[src/rtl/imem_loader.sv]
// Byte-stream loader for the instruction memory write port: packs big-endian bytes into
// 32-bit words written from BASE_ADDR upward. Define IMEM_LOADER_CHECKSUM_EN for a trailing checksum.
module imem_loader #(
  parameter int BASE_ADDR   = 40,
  parameter int DEPTH_WORDS = 250
) (
  input  logic        clk,
  input  logic        reset,
  input  logic        start,
  input  logic [7:0]  word_count,
  input  logic        byte_valid,
  input  logic [7:0]  byte_data,
  output logic        byte_ready,
  output logic        mem_we,
  output logic [31:0] mem_addr,
  output logic [31:0] mem_wdata,
  output logic        busy,
  output logic        done,
  output logic        err
);

  localparam logic [2:0] IDLE    = 3'd0;
  localparam logic [2:0] COLLECT = 3'd1;
  localparam logic [2:0] WRITE   = 3'd2;
  localparam logic [2:0] CHECK   = 3'd3;
  localparam logic [2:0] DONE    = 3'd4;

  logic [2:0]  state;
  logic [1:0]  byte_cnt;
  logic [7:0]  word_cnt;
  logic [7:0]  word_total;
  logic [31:0] shift;
  logic        xfer;
`ifdef IMEM_LOADER_CHECKSUM_EN
  logic [31:0] acc;
  logic [31:0] chk;
`endif

  // True when the requested load would run past the end of the instruction memory.
  function automatic logic range_bad(input logic [7:0] n);
    logic [31:0] last_word;
    last_word = 32'(BASE_ADDR / 4) + {24'd0, n};
    return last_word > 32'(DEPTH_WORDS);
  endfunction

  assign byte_ready = (state == COLLECT) || (state == CHECK);
  assign mem_we     = (state == WRITE);
  assign busy       = (state == COLLECT) || (state == WRITE) || (state == CHECK);
  assign done       = (state == DONE);
  assign xfer       = byte_valid && byte_ready;

  always_ff @(posedge clk) begin
    if (reset) begin
      state      <= IDLE;
      byte_cnt   <= 2'd0;
      word_cnt   <= 8'd0;
      word_total <= 8'd0;
      mem_addr   <= 32'd0;
      mem_wdata  <= 32'd0;
      err        <= 1'b0;
    end else begin
      case (state)
        IDLE: begin
          if (start) begin
            word_total <= word_count;
            word_cnt   <= 8'd0;
            byte_cnt   <= 2'd0;
            err        <= 1'b0;
`ifdef IMEM_LOADER_CHECKSUM_EN
            acc        <= 32'd0;
`endif
            if (range_bad(word_count)) begin
              err   <= 1'b1;
              state <= DONE;
            end else if (word_count == 8'd0) begin
              state <= DONE;
            end else begin
              mem_addr <= 32'(BASE_ADDR);
              state    <= COLLECT;
            end
          end
        end
        COLLECT: begin
          // mem_wdata is only updated once the word is complete, so it stays stable between writes.
          if (xfer) begin
            shift    <= {shift[23:0], byte_data};
            byte_cnt <= byte_cnt + 2'd1;
            if (byte_cnt == 2'd3) begin
              mem_wdata <= {shift[23:0], byte_data};
              state     <= WRITE;
            end
          end
        end
        WRITE: begin
          mem_addr <= mem_addr + 32'd4;
          word_cnt <= word_cnt + 8'd1;
`ifdef IMEM_LOADER_CHECKSUM_EN
          acc      <= acc + mem_wdata;
`endif
          if (word_cnt == word_total - 8'd1) begin
`ifdef IMEM_LOADER_CHECKSUM_EN
            state <= CHECK;
`else
            state <= DONE;
`endif
          end else begin
            state <= COLLECT;
          end
        end
`ifdef IMEM_LOADER_CHECKSUM_EN
        CHECK: begin
          // Checksum bytes are compared against the running sum and never reach memory.
          if (xfer) begin
            chk      <= {chk[23:0], byte_data};
            byte_cnt <= byte_cnt + 2'd1;
            if (byte_cnt == 2'd3) begin
              if ({chk[23:0], byte_data} != acc) err <= 1'b1;
              state <= DONE;
            end
          end
        end
`endif
        DONE: state <= IDLE;
        default: state <= IDLE;
      endcase
    end
  end

endmodule

[config.mk]
export PLATFORM = sky130hd
export DESIGN_NAME = imem_loader
export DESIGN_NICKNAME = d
export VERILOG_FILES = /design/src/rtl/imem_loader.sv
export SDC_FILE = /design/constraint.sdc
export NUM_CORES = 1
export LEC_CHECK = 0
export ABC_AREA = 1
export CAP_MARGIN = 20
export CORE_UTILIZATION = 43
export CTS_CLUSTER_SIZE = 20
export DETAILED_ROUTE_END_ITERATION = 8
export GPL_TIMING_DRIVEN = 1
export PLACE_DENSITY = 0.78
export SLEW_MARGIN = 20
export SYNTH_ARGS = -nofsm -noshare
export SYNTH_HDL_FRONTEND = slang
export SYNTH_SLANG_ARGS = --single-unit
[constraint.sdc]
create_clock -name clk -period 4.75 [get_ports clk]
set_clock_uncertainty 0.15 [all_clocks]
set_input_delay 1.425 -clock clk [delete_from_list [all_inputs] [get_ports clk]]
set_output_delay 1.425 -clock clk [all_outputs]
set_load 0.1 [all_outputs]
# == Word level (Yosys, flattened, before mapping) ==
# Cells that the tools add are included.
# op_classes
n_addsub,5
mul,0
n_div,0
order_cmp,1
n_eq_ne,11
n_shift,0
n_mux,17
n_bitwise,1
n_reduce_logical,15
# ops
cell,count
$mux 32,3
$pmux 32 s2,1
$add 32x3->32 const B,1
$mux 3,6
$pmux 8 s2,1
$reduce_and 3->1,4
$add 4x8->9 const A,1
$gt 9x8->1 const B,1
$pmux 3 s3,1
$add 8x1->8 const B,1
$eq 8x8->1,1
$logic_not 8->1,1
$mux 8,1
$ne 2x2->1 const B,4
$sub 8x1->8 const B,1
$eq 3x2->1 const B,2
$mux 2,2
$pmux 2 s2,1
$reduce_and 2->1,2
$reduce_and 4->1,1
$reduce_bool 2->1,2
$eq 3x1->1 const B,1
$eq 3x3->1 const B,1
$logic_not 3->1,1
other kinds (7),9
# word_totals
ff_bits,110
latchBits,0
ram_bits,0
rom_bits,0
inputBits,20
output_inout_bits,69
wordCells,58
memories,0

# == Longest topological paths before layout ==
# Gate-level depths: netlist of run 1.
# logic_depth
word_depth,5
depth_mapped,13
mapped_depth_nobuf,13

# == Worst setup path before layout of run 1 ==
# Ideal clock, no wire load.
# synth_path
path_kind,input to register
start,input port reset
end,register shift[0] (enable)
setup_ns,0.435
arrival_ns,3.495
required_time_ns,4.165
path_slack_ns,0.670
path_stages,3
path_buffers,2
path_cell_list,clkbuf_1 clkbuf_1 nor3_1
# synth_via
elab_chain_cells,2
# synth_lines
item,line_no,text
"start, declared",8,"input logic reset,"
$not 1->1 (no source line),n/a,
$reduce_and 3->1 (no source line),n/a,
"end signal, assigned",86,"shift <= {shift[23:0], byte_data};"
"end, declared",32,logic [31:0] shift;
# Every way passes these cells.
# A chain may end at the register's enable or synchronous reset.

# == Worst setup path after layout of run 1 ==
# layout_path
start,register state[2]
end,output port done
# layout_via
elab_chain_cells,1
# layout_lines
item,line_no,text
"start, declared",28,logic [2:0] state;
"start signal, assigned",54,state <= IDLE;
"start signal, assigned",74,state <= DONE;
"start signal, assigned",76,state <= DONE;
$eq 3x3->1,49,assign done = (state == DONE);
"end, declared",18,"output logic done,"
# Every way passes these cells.

==> impl_metrics.yaml, run 1 <==
run_status:
  outcome: "finished, final reports clean"
sta:
  max_slew_margin_pct: 31.4
  fmax_ghz: 0.270
  tns_ns: 0
  fin_crit_sh_pct: 77.9
  finalMaxSlewViolations: 0
  worst_slew_pin_slew_ns: 1.03
  setup_viol: 0
  fin_crit_ns: 3.70
  hold_viol_final: 0
  rsz0062_at_grt: "false"
yosys:
  synth_compound_area_share_pct: 13.0
  netlist_area_um2: 5080
  yosys_warnings: 0
  synth_xor_xnor_area_share_pct: 1.90
  synth_top_family_by_area: "simple AND/OR/NAND/NOR gates"
  muxShareOfSynthArea_pct: 0
  synth.ff_latch_count: 108
  synth.avg_cell_area_um2: 7.58
  synth_edf_count: 24
  synthSimpleGateAreaFrac_pct: 29.2
  ys_types: 38
  syn_inst: 670
  synth-seq-area-share_pct: 47.3
  synthAdderAreaFrac_pct: 1.48
  ys.flop_type: "dfxtp_1"
  async_flop_share_pct: 0
placed_design:
  port_buffers: 86
  dp_hpwl_um: 8920
  routabilityCongestion: 0.938
  placed_cells: 874
  placed_area_um2: 5990
cts:
  clk_pin_slew_worst_paths_ns: 0.07
  clockBufferDepth: 2
  cts_tree: "yes"
  cts_sinks: 108
  cts_max_level: 3
  cts-resized-gates: 0
  cts_hold_buffers: 0
  cts_buffers: 9
  cts_root_buf: "clkbuf_16"
  post_cts_buffers: 0
  clock_latency_ns: 0.35
floorplanning:
  die_y_um: 111
  fp-row-count: 39
  num_io_pins: 89
  die_w_um: 111
  initial_core_util_pct: 44.3
  core_area_um2: 11500
  die-area_um2: 12300
worst_setup_path:
  startpoint: "state[2]$_SDFFE_PP0P_"
  start_kind: "flop"
  end_kind: "output pin"
  rr_startpoint: "state[0]$_SDFFE_PP0P_"
  critPathKind: "flop to output pin"
  cp_max_fo: 3
  arrival_ns: 2.13
  cp.required_ns: 3.17
pwr:
  p_leak_nw: 2.22
  p_int_w: 0.00171
  p_comb_share_pct: 40.8
  swShare_pct: 45.3
  p_switching_w: 0.00141
  ir_drop_mv: 0.317
  pwr-share-seq_pct: 36.0
  pwr-share-clk_pct: 23.2
  total_power_w: 0.00312
  powerDensity_nw_per_um2: 497
job:
  drv_cap: 0
routing:
  first_pass_iters: 4
  detail_route.iter0.violations: 261
  ant_nets: 0
  vias: 4718
  vias_per_cell: 5.30
  wl_per_cell_um: 14.1
  drc: 0
  drt_wl_total_um: 12500
final_layout:
  final_util_pct: 54.7
  antennaDiodeCount: 0
  fin_nets: 768
  stdcell_count: 890
  syn_to_final_growth_pct: 23.5
  final.fill_count: 1057
  fin_area_um2: 6280
  layout-drive-gt1-share_pct: 5.76
grt:
  grt_pass1_wl_um: 20900
  track_usage_pct: 21.0
  overflow: 0
  antenna_found_initial: 0
  grt_max_degree: 61
  grt_pass1_vias: 4529
min_path:
  worstHoldStart: "shift[12]$_DFFE_PP_"
  hp-class: "flop to flop"
-- cell families after synthesis --
| logic type | Yosys count |
|---|---|
| AND/OR/NAND/NOR | 338 |
| AO/OA/AOI/OAI | 123 |
| flip-flops | 108 |
| buffers and inverters | 83 |
| XOR/XNOR | 11 |
| adder cells (fa/ha/maj) | 6 |
| other | 1 |
-- worst paths after layout --
check	end	slack [ns]	cells past startpoint
max	done	1.05	3
min	shift[20]$_DFFE_PP_	0.30	0
max reg2reg	mem_wdata[13]$_SDFFE_PP0P_	2.22	10
min reg2reg	shift[20]$_DFFE_PP_	0.30	0
-- synthesized netlist by cell type, types with 2 or more instances --
cell      count  area, um^2
inv_2         5        18.8
xor2_1        7        61.3
nor4_1        2        12.5
o211ai_1      3        22.5
a21o_1        4        30.0
nand3_1      78         390
nand2_1     159         597
nor2_2        4        25.0
buf_4         6        45.0
o22ai_1       4        25.0
nor3_1       18        90.1
o21ai_0      21         105
clkbuf_1     13        48.8
o21ai_1       2        10.0
a21oi_1      85         425
inv_1        48         180
nand2_2       4        25.0
buf_2         8        40.0
ha_1          6        75.1
buf_6         2        22.5
nand4_1       5        31.3
dfxtp_1      84        1680
nor2_1       52         195
edfxtp_1     24         721
or2_2         5        31.3
nand3b_1      6        45.0
xnor2_1       4        35.0
-- cell usage in the layout, fill, tap and decap left out, drive strengths merged --
master	n
clkinv	2
or2	6
a21oi	86
ha	6
nand3b	6
nor2	57
o22ai	4
o211ai	3
buf	6
nor4	2
xor2	7
nand2	163
nor3b	1
o311a	1
xnor2	4
o21ai	23
conb	2
edfxtp	24
clkbuf	9
a211oi	1
and3	1
nand3	79
a221oi	1
inv	57
nand4	5
clkinvlp	1
dfxtp	84
a21o	4
nor3	18
clkdlybuf4s50	84
-- sequential cells by signal, indices dropped and copies added, names as in the netlist --
name / cells
mem_wdata: 32
mem_addr: 30
shift: 24
word_cnt: 8
word_total: 8
state: 3
byte_cnt: 2
err: 1
-- layout make-up --
cell class / instances / area (um^2) / share of cell area, %
sequential: 108 / 2400 / 38.3
tap: 143 / 179 / 2.85
clock inverter: 7 / 58.8 / 0.937
inverter: 53 / 199 / 3.17
timing repair buffer: 90 / 883 / 14.1
multi-input combinational: 480 / 2330 / 37.1
clock buffer: 9 / 225 / 3.59
-- per-layer routing --
metal	vias up	part of all wire (%)	global-route usage (%)
met5	-	0	0
met4	0	1.7	7.73
met3	17	6.5	5.90
met2	139	48	35.7
met1	2185	43	25.2
li1	2377	-	-
-- power by group through the flow --
stage	Clock [W]	Sequential, W	Combinational (W)
4_1_cts	0.000737	0.00112	0.00128
6_report	0.000724	0.00112	0.00127
5_1_grt	0.000773	0.00114	0.00137
3_3_place_gp	0	0.00114	0.00126
2_1_floorplan	0	0.00156	0.000614
3_5_place_dp	0	0.00114	0.00128
-- critical path, cell delays in order (launching register included) --
cell	delay, ns
dfxtp_1	0.38
inv_1	0.09
nor3_1	0.14
clkdlybuf4s50_1	1.16
-- metrics by stage --
step | setup WS [ns] | hold WS (ns)
finish | 1.05 | 0.303
global route | 0.946 | 0.310
CTS | 1.02 | 0.298
detailed placement | 1.10 | 0.284
global placement | 1.22 | 0.280
floorplan | 0.670 | 0.277
No activity file was read; power rests on OpenSTA's default activity.
==> inputs of run 2 (changes only) <==
--- a/config.mk
+++ b/config.mk
@@ -11,7 +11,7 @@
 export CTS_CLUSTER_SIZE = 20
 export DETAILED_ROUTE_END_ITERATION = 8
 export GPL_TIMING_DRIVEN = 1
-export PLACE_DENSITY = 0.78
+export PLACE_DENSITY = 0.81
 export SLEW_MARGIN = 20
 export SYNTH_ARGS = -nofsm -noshare
 export SYNTH_HDL_FRONTEND = slang
==> constraint.sdc (replaced) <==
create_clock -name clk -period 3.28 [get_ports clk]
set_clock_uncertainty 0.15 [all_clocks]
set_input_delay 0.984 -clock clk [delete_from_list [all_inputs] [get_ports clk]]
set_output_delay 0.984 -clock clk [all_outputs]
set_load 0.1 [all_outputs]
==> run 2 against run 1 <==
  * Worst hold slack worse by 0.00083 ns
  * Sequential share of layout area up 0.76 points
  * Non-clock buffer count up 3
  * Total power up 44%
  * Critical endpoint is now mem_addr[19]$_SDFFE_PP0P_
  * Highest routed layer unchanged
==> impl_metrics.yaml, run 2 (same netlist as run 1, synthesis figures left out) <==
pwr:
  p_leak_nw: 2.37
  total_power_w: 0.00450
  powerDensity_nw_per_um2: 731
  ir_drop_mv: 0.659
job:
  drv_cap: 0
sta:
  fin_crit_ns: 2.59
  hold_viol_final: 0
  setup_viol: 0
  setup_slack_ns: 0.691
  worst_slew_pin_slew_ns: 0.681
  fmax_ghz: 0.386
  tns_ns: 0
  finalMaxSlewViolations: 0
  rsz0062_at_grt: "false"
  fin_crit_sh_pct: 78.9
  max_slew_margin_pct: 54.6
worst_setup_path:
  critPathKind: "input port to flop"
  reg2reg_to: "mem_wdata[3]$_SDFFE_PP0P_"
  rr_startpoint: "state[0]$_SDFFE_PP0P_"
  cp_max_fo: 29
  rrSetupSlack_ns: 0.91
  endpoint: "mem_addr[19]$_SDFFE_PP0P_"
  cp.required_ns: 3.40
  start_kind: "input port"
  end_kind: "flop"
  startpoint: "word_count[1]"
  reg2reg_depth: 9
  arrival_ns: 2.71
placed_design:
  routabilityCongestion: 0.901
  placed_area_um2: 5890
  place_ws_ns: 0.351
  dp_hpwl_um: 8350
  port_buffers: 86
routing:
  ant_nets: 0
  vias_per_cell: 5.31
  detail_route.iter0.violations: 335
  drt_wl_total_um: 11900
  drc: 0
  wl_per_cell_um: 13.4
  first_pass_iters: 9
  vias: 4739
floorplanning:
  initial_core_util_pct: 44.3
  fp-row-count: 39
  die-area_um2: 12300
  die_w_um: 111
  num_io_pins: 89
  core_area_um2: 11500
  die_y_um: 111
final_layout:
  syn_to_final_growth_pct: 21.1
  fin_nets: 771
  largest_reg_flops: 32
  layout-drive-gt1-share_pct: 14.9
  final_util_pct: 53.7
  largestRegisters: "mem_wdata (32), mem_addr (30), shift (24)"
  antennaDiodeCount: 0
  regMostFlops: "mem_wdata"
  final_cell_mix: "159 x nand2_1, 85 x a21oi_1, 84 x dfxtp_1, 78 x nand3_1, 72 x buf_4"
  mostFrequentLayoutCell: "nand2_1"
  fin_area_um2: 6150
cts:
  cts_buffers: 9
  post_cts_buffers: 0
  cts_sinks: 108
  cts_hold_buffers: 0
  clockBufferDepth: 2
  clock_latency_ns: 0.35
  cts_root_buf: "clkbuf_16"
  cts_tree: "yes"
  cts-resized-gates: 0
  cts_max_level: 3
  clk_pin_slew_worst_paths_ns: 0.07
min_path:
  hp-class: "flop to flop"
run_status:
  outcome: "finished, final reports clean"
grt:
  overflow: 0
  grt_pass1_wl_um: 20800
  grt_max_degree: 38
  antenna_found_initial: 0
  track_usage_pct: 20.6
  grt_pass1_vias: 4510
[run 2: cell count changes in the layout (fill, tap and decap cells not counted), sizes merged]
cell,change
buf,+69
clkinv,+1
clkbuf,+1
clkdlybuf4s50,-66
inv,-2
[run 2: per-stage QoR]
step / std cells / hold WS (ns)
after global routing: 893 / 0.310
after global placement: 877 / 0.281
after detailed placement: 877 / 0.286
after CTS: 893 / 0.303
final: 893 / 0.302
after floorplan: 671 / 0.277
[run 2: cell type report]
cell class                 count  area [um^2]
clock buffer                  10          229
clock inverter                 6         38.8
fill                        1076         5310
inverter                      53          199
multi-input combinational    480         2340
sequential                   108         2400
tap                          143          179
timing repair buffer          93          766
[run 2: worst min path at each step]
stage                       startpoint                   to  cells past startpoint
floorplan           shift[2]$_DFFE_PP_  shift[10]$_DFFE_PP_                      0
global route        shift[3]$_DFFE_PP_  shift[11]$_DFFE_PP_                      0
finish              shift[7]$_DFFE_PP_  shift[15]$_DFFE_PP_                      0
CTS                 shift[7]$_DFFE_PP_  shift[15]$_DFFE_PP_                      0
detailed placement  shift[7]$_DFFE_PP_  shift[15]$_DFFE_PP_                      0
global placement    shift[1]$_DFFE_PP_   shift[9]$_DFFE_PP_                      0
[run 2: power breakdown]
group | internal [W] | switching [W] | total, W | leakage [nW]
combinational | 0.000427 | 0.00144 | 0.00187 | 1.34
clock | 0.000516 | 0.000489 | 0.00100 | 0.131
sequential | 0.00152 | 0.000107 | 0.00163 | 0.899
[run 2: per-layer routing]
metal	vias up	global-route usage [%]	part of all wire, %
li1	2392	-	-
met1	2174	25.7	44
met2	150	33.9	47
met3	23	5.96	6.6
met4	0	7.29	2.1
met5	-	0	0
[run 2: critical path, stage by stage]
cell and delay, ns:
clkdlybuf4s50_1 0.55, ha_1 0.20, a21oi_1 0.07, o22ai_1 0.13, nand3_1 0.14, nand2_1 0.10
nand2_2 0.07, nand2_2 0.08, buf_12 0.17, nand2_1 0.07, a21oi_1 0.13
==> inputs of run 3 (changes only) <==
--- a/config.mk
+++ b/config.mk
@@ -11,7 +11,7 @@
 export CTS_CLUSTER_SIZE = 20
 export DETAILED_ROUTE_END_ITERATION = 8
 export GPL_TIMING_DRIVEN = 1
-export PLACE_DENSITY = 0.81
+export PLACE_DENSITY = 0.78
 export SLEW_MARGIN = 20
 export SYNTH_ARGS = -nofsm -noshare
 export SYNTH_HDL_FRONTEND = slang
==> constraint.sdc (replaced) <==
create_clock -name clk -period 2.5 [get_ports clk]
set_clock_uncertainty 0.15 [all_clocks]
set_input_delay 0.75 -clock clk [delete_from_list [all_inputs] [get_ports clk]]
set_output_delay 0.75 -clock clk [all_outputs]
set_load 0.1 [all_outputs]
==> run 3 against run 2 <==
  * Critical path depth shrank 7
  * Sequential power up 31%
  * Clock power up 37%
  * Via count is 0.76% higher
  * Design area grew 6.5%
==> impl_metrics.yaml, run 3 (same netlist as run 1, synthesis figures left out) <==
run_status:
  outcome: "finished, final reports clean"
final_layout:
  regMostFlops: "mem_wdata"
  final_cell_mix: "159 x nand2_1, 85 x a21oi_1, 82 x dfxtp_1, 78 x nand3_1, 57 x buf_4"
  largest_reg_flops: 32
  mostFrequentLayoutCell: "nand2_1"
  layout-drive-gt1-share_pct: 16.6
  syn_to_final_growth_pct: 29.0
  antennaDiodeCount: 0
  largestRegisters: "mem_wdata (32), mem_addr (30), shift (24)"
  fin_nets: 780
  final.fill_count: 989
cts:
  cts_sinks: 108
  post_cts_buffers: 0
  clock_latency_ns: 0.35
  cts_buffers: 9
  clockBufferDepth: 2
  cts_max_level: 3
  clk_pin_slew_worst_paths_ns: 0.07
  cts_root_buf: "clkbuf_16"
  cts_tree: "yes"
grt:
  use_met1_pct: 25.9
  grt_pass1_vias: 4562
  grt_pass1_wl_um: 21300
  antenna_found_initial: 0
  gr-usage-met3_pct: 5.36
  grt_busiest_layer: "met2"
  overflow: 0
  met2_usage_pct: 35.9
  grt_max_degree: 40
  track_usage_pct: 21.1
sta:
  setup_viol: 0
  tns_ns: 0
  hold_viol_final: 0
  finalMaxSlewViolations: 0
  fin_crit_sh_pct: 91.8
  rsz0062_at_grt: "false"
  fin_crit_ns: 2.30
  fmax_ghz: 0.436
  setup_slack_ns: 0.204
worst_setup_path:
  worst-path-buf-inv: 3
  critPathMaxStageDelay_ns: 0.36
  critPathKind: "flop to output pin"
  start_kind: "flop"
  path_cells: "inv_1, nand3_2, inv_1, buf_12"
  cp.required_ns: 1.60
  arrival_ns: 1.40
  cpMostUsedCell: "inv_1"
  cp_max_fo: 8
  end_kind: "output pin"
  slowest_stage: "dfxtp_1"
  crit_family: "buffers and inverters"
floorplanning:
  die_w_um: 111
  die-area_um2: 12300
  initial_core_util_pct: 44.3
  die_y_um: 111
  core_area_um2: 11500
  num_io_pins: 89
  fp-row-count: 39
routing:
  first_pass_iters: 4
  detail_route.iter0.violations: 255
  drt_wl_total_um: 12600
  drc: 0
  vias_per_cell: 5.29
  wl_per_cell_um: 14.0
  vias: 4775
  ant_nets: 0
placed_design:
  port_buffers: 86
  place_ws_ns: -0.238
  dp_hpwl_um: 9200
  routabilityCongestion: 0.905
job:
  drv_cap: 0
pwr:
  p_leak_nw: 2.51
  powerDensity_nw_per_um2: 934
  ir_drop_mv: 0.908
min_path:
  hp-class: "flop to flop"
run 3: cell types whose count changed in the layout (fill, tap and decap cells not counted), sizes merged:
cell	previous run	this run
inv	55	57
dlymetal6s2s	0	2
buf	75	84
clkdlybuf4s50	18	16
clkbuf	10	9
clkinvlp	1	0
run 3: stage by stage:
step / std cells / cell area, um^2 / util [%] / total power, W / hold WS, ns
after floorplan: 671 / 5110 / - / 0.00415 / 0.277
after global placement: 886 / 6260 / 54.6 / 0.00475 / 0.280
after detailed placement: 886 / 6260 / 54.6 / 0.00480 / 0.288
after CTS: 902 / 6550 / 57.1 / 0.00616 / 0.301
after global routing: 902 / 6550 / 57.2 / 0.00642 / 0.298
final: 902 / 6550 / 57.2 / 0.00612 / 0.303
run 3: cell type report:
type	instances	area, um^2	share of cell area (%)
Clock buffer	9	225	3.44
Clock inverter	7	57.6	0.878
Inverter	53	199	3.04
Multi-Input combinational cell	480	2350	35.9
Sequential cell	108	2400	36.7
Tap cell	143	179	2.73
Timing Repair Buffer	102	1140	17.4
run 3: path summary, 6_finish.rpt:
check                           cells past startpoint  slack, ns             startpoint                       end
worst max-delay path                                4       0.20  state[2]$_SDFFE_PP0P_                    mem_we
worst min-delay path                                0       0.30     shift[3]$_DFFE_PP_       shift[11]$_DFFE_PP_
worst max register to register                     10       0.39  state[2]$_SDFFE_PP0P_  mem_addr[2]$_SDFFE_PP0P_
worst min register to register                      0       0.30     shift[3]$_DFFE_PP_       shift[11]$_DFFE_PP_
run 3: per-layer routing:
| layer | wire length (um) | up-vias |
|---|---|---|
| met1 | 5500 | 2214 |
| li1 | - | 2409 |
| met5 | 0 | - |
| met4 | 210 | 0 |
| met2 | 6120 | 135 |
| met3 | 763 | 17 |
run 3: timing repair:
action | in CTS | in global routing
hold buffers | 0 | 0
setup endpoints to repair | 0 | 27
resized for setup | 0 | 3
run 3: power breakdown:
group	internal (W)	total, W	switching, W
clock network	0.000694	0.00137	0.000674
registers	0.00199	0.00214	0.000149
logic	0.000693	0.00261	0.00192
total	0.00338	0.00612	0.00274
==> RTL change (config.mk and constraints of run 3) <==
Add a define of `IMEM_LOADER_CHECKSUM_EN`.
--- a/src/rtl/imem_loader.sv
+++ b/src/rtl/imem_loader.sv
@@ -1,4 +1,6 @@
 // Byte-stream loader for the instruction memory write port: packs big-endian bytes into
 // 32-bit words written from BASE_ADDR upward. Define IMEM_LOADER_CHECKSUM_EN for a trailing checksum.
+`define IMEM_LOADER_CHECKSUM_EN
+
 module imem_loader #(
   parameter int BASE_ADDR   = 40,
Behaviour: not the same (a bounded check fails within 10 cycles, from zero or initial values and one cycle with reset high).
==> RTL change against run 3 <==
Sequential cell count is 56 higher; wire length is 100% higher; power is 6.0% higher; sequential share of layout area is 0.99 points lower; setup slack worse by 0.14 ns; final area is 75% higher; synthesized area is 84% higher; critical path depth is 2 lower; critical endpoint unchanged; highest routed layer unchanged.
==> RTL change: results (changes against run 3) <==
stage	metric	value	unit	change
setup_path	Max FO, Critical Path	6		-2
detailed_routing	routed vias/inst	5.10		-3.6%
timing	hold slack	0.303	ns	-0.0000890 ns
detailed_routing	First-pass DRT Iterations	6		+2
clock_network	H-tree depth reported by CTS	4		+1
setup_path	longest individual stage delay on the worst path	0.44	ns	+0.08 ns
setup_path	slowest stage cell on the critical path	sky130_fd_sc_hd__nor3_4		
pwr	Int Power	0.00475	W	+40%
clock_network	clock edge transition at the registers on the reported setup and hold paths	0.07	ns	about the same
detailed_routing	Avg WL per Cell	15.1	um	+7.9%
setup_path	end of the worst register-to-register path	acc[22]		
clock_network	cts repair resizes	0		unchanged
clock_network	clock tree root buffer cell	sky130_fd_sc_hd__clkbuf_16		
synth	biggest area contributors in the synthesized netlist	sky130_fd_sc_hd__edfxtp_1 26%, sky130_fd_sc_hd__dfxtp_1 18%, sky130_fd_sc_hd__nand2_1 15%		
setup_path	worst reg2reg path startpoint	acc[0]		
worst_hold_path	startpoint of the lowest-slack hold path	shift[13]		
final_layout	largest registers	acc x32, mem_wdata x32, mem_addr x30		
clock_network	clk_lat worst skew	0.44	ns	+0.09 ns
worst_hold_path	Endpoint, Worst Hold	shift[21]		
clock_network	Max clock buf depth	2		unchanged
setup_path	worst setup slack for register-to-register paths	0.17	ns	-0.22 ns
global_route	Overall Global Routing Usage	0.237		+0.0264
global_route	pin count of the biggest net entering global routing	46		+15%
status	result of the run	complete, no violations		
synth	most numerous cell types in the synthesized netlist	375 x sky130_fd_sc_hd__nand2_1, 203 x sky130_fd_sc_hd__nor2_1, 145 x sky130_fd_sc_hd__inv_1		
global_route	vias in the first global route	7919		+74%
final_layout	total inserted antenna cells	0		unchanged
synth	Avg Synthesized Cell Area	7.22	um2	-4.9%
setup_path	cell class contributing the biggest share of worst-path delay	simple AND/OR/NAND/NOR gates		
final_layout	fill cell count	1993		+100%
final_layout	ratio of cells with drive above 1 in the final layout	0.109		-0.0570
global_route	initial antenna violation count	0		unchanged
global_route	first-pass GRT wire length	40800	um	+91%
clock_network	Post-CTS Repair Setup Buffers	0		unchanged
pwr	maximum vdd ir drop	0.462	mV	-49%
placement	buffers added on ports	86		unchanged
synth	number of synthesized flops with an enable pin	80		+230%
synth	number of different library cells in the post-synthesis netlist	36		-5.3%
pwr	leakage power of the design	4.94	nW	+97%
placement	HPWL after detailed placement	18800	um	+100%
placement	GP Congestion	0.895		-1.1%
detailed_routing	DRC marker count from the first detailed-route iteration	559		+120%
synth	main flop type after synthesis	sky130_fd_sc_hd__dfxtp_1		
synth	sequential cell area fraction in the yosys report	0.438		-0.0351
final_layout	post-layout net count	1458		+87%
detailed_routing	count of vias placed by the detailed router	8615		+80%
worst_hold_path	depth of the worst hold-timing path	0		unchanged
setup_path	arrival time of the worst setup path	1.53	ns	+0.13 ns
clock_network	Inserted Clock Buffers	17		+8
placement	Placed Instances	1656		+87%
setup_path	path depth of the worst reg2reg path	12		+2
## RTL change: through the flow
step | setup slack, ns | instance area (um2) | TNS, ns
after detailed placement | -0.223 | 10900 | -5.63
after floorplan | -0.145 | 9380 | -2.95
after CTS | 0.0605 | 11500 | 0
final | 0.0660 | 11500 | 0
after global placement | -0.160 | 10900 | -4.03
after global routing | 0.00842 | 11500 | 0
## RTL change: logic make-up after synthesis
family          synth area share
compound gates             0.101
xor+xnor                  0.0347
fa+ha+maj                 0.0518
buf+inv                   0.0721
flops                      0.438
other cells             0.000402
simple gates               0.302
## RTL change: layout make-up
cell class	instances	share of cell area
Multi-Input combinational cell	954	0.402
Sequential cell	164	0.357
Timing Repair Buffer	115	0.110
Inverter	148	0.0488
Clock buffer	23	0.0447
Tap cell	275	0.0300
Clock inverter	9	0.00785
## RTL change: layer usage
layer,vias to the layer above,wire [um],GRT usage
li1,4406,-,-
met4,0,426,0.0699
met1,3938,12100,0.330
met2,238,11800,0.383
met5,-,0,0
met3,33,1160,0.0300
## RTL change: how the worst max path moves through the flow
stage	startpoint	end	slack (ns)	cells after the start
3_3_place_gp	word_count[1]	mem_addr[2]	-0.16	11
2_1_floorplan	state[2]	done	-0.14	2
5_1_grt	acc[0]	acc[22]	0.008	12
6_report	state[2]	mem_we	0.07	2
3_5_place_dp	word_count[1]	mem_addr[18]	-0.22	10
4_1_cts	state[2]	mem_we	0.06	2
## RTL change: power groups by stage
stage               registers, W  clock network (W)  logic [W]
detailed placement       0.00304                  0   0.000819
global placement         0.00304                  0   0.000805
global route             0.00299            0.00283   0.000902
CTS                      0.00298            0.00271   0.000824
floorplan                0.00306                  0   0.000497
finish                   0.00298            0.00268   0.000822
